$ cat config.mk
export PLATFORM = sky130hd
export DESIGN_NAME = ets_frame_packer_flat
export DESIGN_NICKNAME = d
export VERILOG_FILES = /design/src/rtl/ets_frame_packer_if.sv /design/src/rtl/ets_frame_packer.sv /design/src/flat_wrapper.sv
export SDC_FILE = /design/constraint.sdc
export NUM_CORES = 1
export LEC_CHECK = 0
export BUFFER_PORTS_ARGS = -buffer_cell sky130_fd_sc_hd__buf_2
export CAP_MARGIN = 40
export CORE_MARGIN = 1
export CORE_UTILIZATION = 42
export CTS_CLUSTER_SIZE = 10
export DETAILED_ROUTE_END_ITERATION = 10
export MAX_ROUTING_LAYER = met4
export PLACE_DENSITY = 0.65
export SLEW_MARGIN = 25
export SYNTH_ARGS = -nofsm -noshare
export SYNTH_HDL_FRONTEND = slang
export SYNTH_SLANG_ARGS = --single-unit
$ cat constraint.sdc
create_clock -name clk -period 4.35 [get_ports clk]
set_input_delay 0 -clock clk [delete_from_list [all_inputs] [get_ports clk]]
set_output_delay 0 -clock clk [all_outputs]
set_load 0.02 [all_outputs]
$ cat src/rtl/ets_frame_packer_if.sv
`default_nettype none
// ============================================================================
//  Module      : ets_frame_packer_if
//  Description : Sample-input and AXI-Stream-output handshake bundle for the
//                ETS frame packer. The master modport is the packer side; the
//                slave modport is the sample source / stream sink side.
//  Revision    : 1.0 - initial release
// ============================================================================
interface ets_frame_packer_if;

    logic [31:0] s_data;
    logic        s_valid;
    logic        s_ready;
    logic [31:0] m_axis_tdata;
    logic        m_axis_tvalid;
    logic        m_axis_tready;
    logic        m_axis_tlast;

    modport master (
        input  s_data,
        input  s_valid,
        output s_ready,
        output m_axis_tdata,
        output m_axis_tvalid,
        input  m_axis_tready,
        output m_axis_tlast
    );

    modport slave (
        output s_data,
        output s_valid,
        input  s_ready,
        input  m_axis_tdata,
        input  m_axis_tvalid,
        output m_axis_tready,
        input  m_axis_tlast
    );

endinterface
`default_nettype wire

$ cat src/rtl/ets_frame_packer.sv
`default_nettype none
// ============================================================================
//  Module      : ets_frame_packer
//  Description : Collects frame_len samples from the ETS sampling core into a
//                small FIFO and emits them as an AXI-Stream frame with tlast
//                on the final word. Abort or reset discards the frame.
//  Revision    : 1.0 - initial release
// ============================================================================
module ets_frame_packer #(
    parameter int FIFO_DEPTH = 4
) (
    input  logic        clk,
    input  logic        reset,
    input  logic [15:0] frame_len,
    input  logic        start,
    input  logic        abort,
    output logic        busy,
    output logic        frame_done,
    output logic        core_en,
    ets_frame_packer_if.master bus
);

    localparam int              c_aw       = (FIFO_DEPTH > 1) ? $clog2(FIFO_DEPTH) : 1;
    localparam logic [c_aw:0]   c_depth    = (c_aw + 1)'(FIFO_DEPTH);

    localparam logic [1:0]      c_st_idle  = 2'd0;
    localparam logic [1:0]      c_st_run   = 2'd1;
    localparam logic [1:0]      c_st_drain = 2'd2;

    logic [1:0]            r_state;
    logic [15:0]           r_len;
    logic [15:0]           r_cnt;
    logic                  r_frame_done;

    logic [31:0]           r_data [FIFO_DEPTH];
    logic [FIFO_DEPTH-1:0] r_tag;
    logic [c_aw:0]         r_wptr;
    logic [c_aw:0]         r_rptr;

    logic [c_aw:0]         w_count;
    logic                  w_full;
    logic                  w_empty;
    logic                  w_s_ready;
    logic                  w_push;
    logic                  w_pop;
    logic                  w_push_last;
    logic                  w_head_tag;

    // Pointers carry one extra wrap bit so full and empty are distinguishable.
    assign w_count     = r_wptr - r_rptr;
    assign w_full      = (w_count == c_depth);
    assign w_empty     = (r_wptr == r_rptr);
    assign w_head_tag  = r_tag[r_rptr[c_aw-1:0]];

    // Readiness depends only on registered state, never on tready.
    assign w_s_ready   = (r_state == c_st_run) && !w_full && (r_cnt < r_len);
    assign w_push      = w_s_ready && bus.s_valid;
    assign w_pop       = !w_empty && bus.m_axis_tready;
    assign w_push_last = ((r_cnt + 16'd1) == r_len);

    assign busy              = (r_state != c_st_idle);
    assign core_en           = (r_state == c_st_run);
    assign frame_done        = r_frame_done;
    assign bus.s_ready       = w_s_ready;
    assign bus.m_axis_tvalid = !w_empty;
    assign bus.m_axis_tdata  = w_empty ? 32'd0 : r_data[r_rptr[c_aw-1:0]];
    assign bus.m_axis_tlast  = !w_empty && w_head_tag;

    // Frame control: start latching, sample counting, drain completion, abort.
    always_ff @(posedge clk) begin
        if (reset) begin
            r_state      <= c_st_idle;
            r_len        <= 16'd0;
            r_cnt        <= 16'd0;
            r_frame_done <= 1'b0;
        end else begin
            r_frame_done <= 1'b0;
            if (abort) begin
                r_state <= c_st_idle;
                r_cnt   <= 16'd0;
            end else begin
                case (r_state)
                    c_st_idle: begin
                        if (start && (frame_len != 16'd0)) begin
                            r_len   <= frame_len;
                            r_cnt   <= 16'd0;
                            r_state <= c_st_run;
                        end
                    end
                    c_st_run: begin
                        if (w_push) begin
                            r_cnt <= r_cnt + 16'd1;
                            if (w_push_last) begin
                                r_state <= c_st_drain;
                            end
                        end
                    end
                    c_st_drain: begin
                        if (w_pop && w_head_tag) begin
                            r_frame_done <= 1'b1;
                            r_state      <= c_st_idle;
                        end
                    end
                    default: begin
                        r_state <= c_st_idle;
                    end
                endcase
            end
        end
    end

    // FIFO pointers; reset and abort both discard everything buffered.
    always_ff @(posedge clk) begin
        if (reset || abort) begin
            r_wptr <= '0;
            r_rptr <= '0;
        end else begin
            if (w_push) begin
                r_wptr <= r_wptr + 1'b1;
            end
            if (w_pop) begin
                r_rptr <= r_rptr + 1'b1;
            end
        end
    end

    // FIFO storage; contents are only meaningful between the pointers.
    always_ff @(posedge clk) begin
        if (w_push) begin
            r_data[r_wptr[c_aw-1:0]] <= bus.s_data;
            r_tag[r_wptr[c_aw-1:0]]  <= w_push_last;
        end
    end

endmodule
`default_nettype wire

$ cat src/flat_wrapper.sv
// flat-port wrapper written by rule: the top's interface ports become plain ports
module ets_frame_packer_flat 
#(
    parameter int FIFO_DEPTH = 4
)
  (clk, reset, frame_len, start, abort, busy, frame_done, core_en, bus_s_data, bus_s_valid, bus_s_ready, bus_m_axis_tdata, bus_m_axis_tvalid, bus_m_axis_tready, bus_m_axis_tlast);
  ets_frame_packer_if bus_i ();
  input  logic clk;
  input  logic reset;
  input  logic [15:0] frame_len;
  input  logic start;
  input  logic abort;
  output logic busy;
  output logic frame_done;
  output logic core_en;
  input wire logic [$bits(bus_i.s_data)-1:0] bus_s_data;
  input wire logic [$bits(bus_i.s_valid)-1:0] bus_s_valid;
  output wire logic [$bits(bus_i.s_ready)-1:0] bus_s_ready;
  output wire logic [$bits(bus_i.m_axis_tdata)-1:0] bus_m_axis_tdata;
  output wire logic [$bits(bus_i.m_axis_tvalid)-1:0] bus_m_axis_tvalid;
  input wire logic [$bits(bus_i.m_axis_tready)-1:0] bus_m_axis_tready;
  output wire logic [$bits(bus_i.m_axis_tlast)-1:0] bus_m_axis_tlast;
  assign bus_i.s_data = bus_s_data;
  assign bus_i.s_valid = bus_s_valid;
  assign bus_s_ready = bus_i.s_ready;
  assign bus_m_axis_tdata = bus_i.m_axis_tdata;
  assign bus_m_axis_tvalid = bus_i.m_axis_tvalid;
  assign bus_i.m_axis_tready = bus_m_axis_tready;
  assign bus_m_axis_tlast = bus_i.m_axis_tlast;
  ets_frame_packer #(.FIFO_DEPTH(FIFO_DEPTH)) u_core (.clk(clk), .reset(reset), .frame_len(frame_len), .start(start), .abort(abort), .busy(busy), .frame_done(frame_done), .core_en(core_en), .bus(bus_i));
endmodule
[Yosys cells after proc, flatten, opt, wreduce, memory -nomap -nowiden]
Memories as Yosys holds them, arrays and structs flattened. A register that Yosys moved wholly into a read port is not among the register bits.
Cells that the tools add are included.
Word-level totals
  flip-flop bits (word level): 45
  bits in latches: 0
  RAM bits: 128
  memory bits (read-only): 0
  input bits: 54
  memories: 1
Cells by class
  add/subtract/negate cells: 4
  $mul: 0
  div/mod/pow operators: 0
  order comparisons: 4
  eq/ne operators: 9
  shift-type cells: 0
  muxes and demuxes: 19
  bitwise operators: 2
  reduce and logical (&&, ||, !) cells: 20
Memory list
  u_core.r_data: words 4, bits a word 32, rd ports 1, clocked after memory_dff 1, wr ports 1, line ets_frame_packer.sv:35  | logic [31:0] r_data [FIFO_DEPTH];
Operators by type and width (number)
  16-bit two-way mux: 2
  32-bit two-way mux: 1
  16-bit one-hot mux with 2 select lines: 1
  16-bit by 1-bit adder with 16-bit output, second input constant: 1
  16-bit == test: 1
  16-bit less-than comparator: 1
  16-bit nonzero test: 1
  2-bit two-way mux: 6
  1-bit logical AND: 8
  2-bit by 1-bit != test with 1-bit output, second input constant: 4
  3-bit by 1-bit adder with 3-bit output, second input constant: 2
  2-bit by 3-bit less-than comparator with 1-bit output, second input constant: 2
  2-bit one-hot mux with 3 select lines: 1
  3-bit AND reduction: 2
  1-bit two-way mux: 5
  4-bit bitwise mux: 1
  4-bit AND reduction: 1
  2-bit nonzero test: 2
  3-bit == test: 1
  3-bit == test, second input constant: 1
  3-bit OR reduction: 1
  3-bit subtractor: 1
  1-bit binary-select mux with 2-bit select: 1
  1-bit demux with 2-bit select: 1
  8 further kinds: 10

[Logic depth before layout (Yosys ltp)]
Gate-level depths: netlist of run 1.
  depth in word-level cells: 8
  mapped depth: 11

[Worst setup path before layout of run 1]
OpenSTA, ideal clock, no wires.
  path kind: register -> register
  start: register u_core.r_len[6]
  end: register u_core.r_wptr[2]
  data arrival time: 3.178 ns
  required time: 4.235 ns
  slack: 1.057 ns
  stages on the path, launching flop included: 10
  period minus slack after synthesis: 3.293 ns
  cell sequence: dfxtp_1 > inv_1 > ha_1 > and3_1 > a221oi_1 > nor2_1 > nor4_4 > and3_1 > xor2_1 > and2_1
On the way
  word-level cells in the longest chain between the ends: 3
Ends and longest elaborated chain
  start: declaration: line ets_frame_packer.sv:31  | logic [15:0] r_len;
  start signal: assignment: line ets_frame_packer.sv:85  | r_len <= frame_len;
  16-bit less-than comparator: line ets_frame_packer.sv:56  | assign w_s_ready = (r_state == c_st_run) && !w_full && (r_cnt < r_len);
  1-bit logical AND: line ets_frame_packer.sv:56
  via bus_s_ready: line flat_wrapper.sv:18  | output wire logic [$bits(bus_i.s_ready)-1:0] bus_s_ready;
  1-bit logical AND: line ets_frame_packer.sv:57  | assign w_push = w_s_ready && bus.s_valid;
  end signal: assignment: line ets_frame_packer.sv:119  | r_wptr <= r_wptr + 1'b1;
  end: declaration: line ets_frame_packer.sv:37  | logic [c_aw:0] r_wptr;
The timed path passes the listed nets, and every way through them passes these cells.
A chain may end at the register's enable or synchronous reset.

[Final worst setup path of run 1]
  start: register u_core.r_cnt[6]
  end: register u_core.r_cnt[5]
On the way
  word-level cells in the longest chain between the ends: 5
Ends and longest elaborated chain
  start: declaration: line ets_frame_packer.sv:32  | logic [15:0] r_cnt;
  start signal: assignment: line ets_frame_packer.sv:92  | r_cnt <= r_cnt + 16'd1;
  16-bit less-than comparator: line ets_frame_packer.sv:56
  1-bit logical AND: line ets_frame_packer.sv:56
  1-bit logical AND: line ets_frame_packer.sv:57
  2-bit by 1-bit != test with 1-bit output (no line)
  3-bit AND reduction (no line)
No other way between the ends.

==> results of run 1 <==
## state kept, by name, summed over array words and instances, names as in the netlist, named ones only
name,count
u_core.r_cnt,16
u_core.r_data,128
u_core.r_state,2
u_core.r_wptr,3
u_core.frame_done,1
u_core.r_rptr,3
u_core.r_len,16
u_core.r_tag,4
## cell families after synthesis
kind of cell / synth area share [%]
buf+inv: 2.674
xor+xnor: 3.045
compound gates: 5.430
flops: 62.12
mux: 9.828
fa+ha+maj: 3.867
simple gates: 13.03
## cells in the mapped netlist, types with 3 or more instances
master    count  area [um^2]
ha_1         24        300.3
nor3_1        6        30.03
o21ai_0       5        25.02
a211oi_1      4        30.03
or3_1         4        25.02
edfxtp_1    132         3964
nand2_1      61        229.0
dfxtp_1      43        860.8
nor4_1        7        43.79
nor2_1       18        67.56
and2_1       37        231.5
mux4_2       33        743.2
a31oi_1       8        50.05
xnor2_1      13        113.9
a221oi_1      3        26.28
or2_2         3        18.77
inv_1        23        86.33
and3_1       11        68.82
a21oi_1      27        135.1
nand4_1       6        37.54
nand3_1      15        75.07
o211ai_1      3        22.52
clkbuf_1     20        75.07
buf_1         6        22.52
nand3b_1      7        52.55
xor2_1       14        122.6
and4_1        4        35.03
## area by class of cell
type | instances | area, um^2 | share of cell area (%)
Timing Repair Buffer | 166 | 1259 | 12.89
Inverter | 23 | 86.33 | 0.8840
Sequential cell | 175 | 4826 | 49.42
Multi-Input combinational cell | 342 | 2739 | 28.05
Tap cell | 229 | 286.5 | 2.934
Clock inverter | 14 | 143.9 | 1.473
Clock buffer | 17 | 425.4 | 4.356
## power by group through the flow
stage	registers, mW	clock network (mW)	logic, mW
4_1_cts	1.82	1.48	0.199
3_5_place_dp	1.86	0	0.153
5_1_grt	1.82	1.54	0.220
6_report	1.82	1.44	0.199
3_3_place_gp	1.85	0	0.146
2_1_floorplan	1.85	0	0.0840
## metrics by stage
| step | hold slack [ps] | worst slack (ps) | util (%) |
|---|---|---|---|
| 3_3_place_gp | 211.1 | 1092 | 46.69 |
| 2_1_floorplan | 98.87 | 1057 | - |
| 4_1_cts | 76.93 | 1124 | 54.14 |
| 5_1_grt | 118.5 | 794.1 | 54.18 |
| 6_report | 75.43 | 1114 | 54.18 |
| 3_5_place_dp | 218.5 | 1135 | 47.26 |
## routing by layer
metal	GRT usage (%)	wire length (um)
met4	8.877	390
met5	-	0
met3	2.778	590
met1	23.38	7375
met2	32.47	8398
## worst paths after layout
kind                         start                end  slack (ps)  depth (start not counted)
setup / recovery   u_core.r_cnt[6]    u_core.r_cnt[5]        1110                          8
hold / removal               start  u_core.r_state[0]          80                          3
setup reg to reg   u_core.r_cnt[6]    u_core.r_cnt[5]        1110                          8
hold reg to reg   u_core.r_cnt[14]   u_core.r_cnt[14]         520                          2
## worst max-delay path: stages, from the launching register on
cell      delay, ps
dfxtp_1         530
ha_1            310
and3_1          200
a221oi_1        290
nor2_1          100
nor4_4          530
and2_1          710
a31oi_1         190
a311oi_1        270
==> impl_metrics.ini, run 1 <==
[status]
status = finished, final reports clean

[floorplanning]
die_h_um = 138.0
io_pins = 92
die_w_um = 138.0
initial_core_util_pct = 43.09
core-area_um2 = 18020
dieArea_um2 = 19040
num_rows = 49

[global_route]
grt_use_total_pct = 19.45
grt_pass1_wl_mm = 26.63
antenna_found_initial = 0
first_global_vias = 5245
grt_max_degree = 38
grt-ovfl-total = 0

[power_and_ir_drop]
leakage_nw = 3.572
p_sw_share_pct = 23.02
power_frac_comb_pct = 5.8
p_per_area_nw_per_um2 = 354.5
pwr-share-seq_pct = 52.5
p_int_mw = 2.665
power.share.clock_pct = 41.7
ir_drop_uv = 278.5
p_total_mw = 3.462
switching_power_mw = 0.7970

[cts]
clock-sinks = 175
postCtsSetupBuffers = 0
clock_latency_ps = 430
cts_made_buffers = 17
cts.path.max_buffers = 2
ctsHoldBuffers = 67
cts-root-buf = clkbuf_16
cts_tree = done
cts_max_level = 4
clkSlewWorstSetupHoldPaths_ps = 70
cts.repair.resized = 0

[timing]
hold_viol_final = 0
period_share_pct = 74.39
skew_ps = 19.26
timing.fmax_ghz = 0.3090
drv_slew = 0
tightest_slew_ps = 770.8
post-route-min-period_ps = 3236
setup_viol = 0
rsz0062_at_grt = no
relSlewSlack_pct = 48.61
fin_setup_tns_ps = 0

[synth]
syn_avg_cell_area_um2 = 13.65
synth_warnings = 0
ys_seq_area_share_pct = 62.12
async_reset_ff_share_pct = 0
synthFlopType = edfxtp_1
syn-num-nets = 647
netlist_instances = 569
synth-edff-count = 132
netlist_area_um2 = 7766
ys_types = 52
synth_seq_cells = 175

[placed_design]
place_area_um2 = 8518
port_buffers = 91
dpl.hpwl_mm = 11.18
place_inst = 867
gp_congestion = 0.8460

[critical_path]
cp.arrival_ps = 3560
worstPathRequired_ps = 4680
crit_type = flip-flop to flip-flop
end_kind = flip-flop
start_kind = flip-flop
cp_max_fo = 18

[route]
vias_per_cell = 5.243
vias = 5065
wirelength_mm = 16.75
drc = 0
first_pass_iters = 4
avgRoutedWirePerCell_um = 17.34
drtAntennaViolNets = 0
drtIter0Drc = 352

[finish]
design_area_um2 = 9766
final_cells = 966
layout_common_cells = edfxtp_1 (132), buf_2 (91), dlygate4sd3_1 (67)
nNetsFinal = 803
drive_above_1_share_pct = 24.29
n_fill_cell = 1504
diodes = 0
final_common_cell = edfxtp_1
syn_to_final_growth_pct = 25.75

[min_path]
hp-class = input port to flip-flop

[flow_run]
drv_cap = 0
(Power assumes the default switching activity.)
==> inputs of run 2 (changes only) <==
Settings changed: PLACE_DENSITY 0.65 to 0.67.
Clock period 4.35 ns to 2.7 ns, I/O delays scaled along.
==> impl_metrics.ini, run 2 (synthesized netlist as in run 1, its figures left out) <==
[status]
status = finished, final reports clean

[timing]
relSlewSlack_pct = 67.61
drv_slew = 0
post-route-min-period_ps = 2581
period_share_pct = 95.60
tightest_slew_ps = 485.8
timing.fmax_ghz = 0.3874
hold_viol_final = 0
final.setup.worst_slack_ps = 118.9
fin_setup_tns_ps = 0
hold_slack_ps = 31.17
setup_viol = 0
skew_ps = 9.180

[floorplanning]
io_pins = 92
num_rows = 49
dieArea_um2 = 19040
initial_core_util_pct = 43.09
core-area_um2 = 18020
die_h_um = 138.0
die_w_um = 138.0

[placed_design]
place_inst = 895
gp_congestion = 0.8779
dpl.hpwl_mm = 11.41
place_area_um2 = 8805
pre_cts_ws_ps = -86.04
port_buffers = 91

[power_and_ir_drop]
ir_drop_uv = 431.6
p_per_area_nw_per_um2 = 556.6
leakage_nw = 3.759

[finish]
syn_to_final_growth_pct = 30.45
design_area_um2 = 10130
drive_above_1_share_pct = 29.20
final_common_cell = edfxtp_1
layout_common_cells = edfxtp_1 (132), buf_2 (91), dlygate4sd3_1 (66)
diodes = 0
nNetsFinal = 833
largest_register_ffs = 128
final_cells = 996
n_fill_cell = 1441

[route]
drtAntennaViolNets = 0
wirelength_mm = 17.20
vias = 5296
vias_per_cell = 5.317
drc = 0
drtIter0Drc = 443
avgRoutedWirePerCell_um = 17.27
first_pass_iters = 5

[cts]
clock-sinks = 175
clock_latency_ps = 420
cts.path.max_buffers = 2
cts_max_level = 4
clkSlewWorstSetupHoldPaths_ps = 70
cts-root-buf = clkbuf_16
cts_tree = done
cts_made_buffers = 17

[critical_path]
worstPathRequired_ps = 3020
crit_type = flip-flop to flip-flop
start_kind = flip-flop
path_common_cell = buf_4
cp_max_fo = 6
timing.rr.start = u_core.r_cnt[14]
slowest_stage = or4_4
path_cells = ha_1 > nand4_1 > nor3_1 > or4_4 > nor4_4 > buf_4 > buf_12 > and2_4 > buf_4 > a31oi_1 > a311oi_1
r2r-end = u_core.r_cnt[5]
reg2reg_slack_ps = 120
r2r_cells = 11
end_kind = flip-flop
cp.arrival_ps = 2900
cpPeakStageDelay_ps = 490

[min_path]
holdPathStages = 3
hold_start = abort
hp-class = input port to flip-flop
min_to = u_core.r_wptr[2]

[global_route]
grt_use_total_pct = 19.99
grt_max_degree = 34
antenna_found_initial = 0
grt_pass1_wl_mm = 27.54
grt-ovfl-total = 0
first_global_vias = 5418

[flow_run]
drv_cap = 0
==> run 2: layout make-up <==
cell class                 instances  area (um^2)  share of cell area, %
multi-input combinational        342         2805                  27.69
tap                              229        286.5                  2.828
inverter                          23        86.33                 0.8522
sequential                       175         4841                  47.78
clock inverter                    12        127.6                  1.260
clock buffer                      19        432.9                  4.273
timing repair buffer             196         1551                  15.31
==> run 2: worst max-delay path by stage <==
stage,from,to,depth (start not counted)
after CTS,u_core.r_len[14],u_core.r_cnt[12],10
after detailed placement,u_core.r_len[6],u_core.r_cnt[5],11
after floorplan,u_core.r_len[9],u_core.r_wptr[2],9
final,u_core.r_cnt[14],u_core.r_cnt[5],11
after global placement,u_core.r_len[6],u_core.r_cnt[5],11
after global routing,u_core.r_len[9],u_core.r_cnt[5],12
==> run 2: layer usage <==
| layer | vias up | global-route usage, % | share of wire [%] |
|---|---|---|---|
| met2 | 176 | 34.58 | 51 |
| met4 | 0 | 5.254 | 1.2 |
| li1 | 2512 | - | - |
| met3 | 14 | 4.094 | 4.9 |
| met1 | 2594 | 23.70 | 43 |
| met5 | - | - | 0 |
==> run 2: power by group <==
part           total, mW  internal (mW)  switching, mW
clock               2.35           1.30           1.05
sequential          2.93           2.91         0.0139
combinational      0.367          0.187          0.180
==> run 2: timing repair <==
item | CTS | global route
buffers inserted | 0 | 3
gates cloned | 0 | 1
endpoints found under the hold margin | 150 | 0
endpoints found under the setup margin | 11 | 32
hold buffers | 66 | 0
pin swaps | 0 | 8
resized for setup | 4 | 9
==> run 2: worst max-delay path: cells and delay by family, from the launching register on <==
kind                       cells  cell delay, ps
and+or+nand+nor                5            1030
buffers and inverters          3             430
DFF                            1             360
AOI/OAI and AO/OA              2             340
adders and majority gates      1             310
==> run 2: through the flow <==
| stage | util (%) | power [mW] |
|---|---|---|
| detailed placement | 48.85 | 3.253 |
| floorplan | - | 3.121 |
| global placement | 48.85 | 3.239 |
| finish | 56.21 | 5.639 |
| CTS | 55.70 | 5.652 |
| global route | 56.21 | 5.830 |
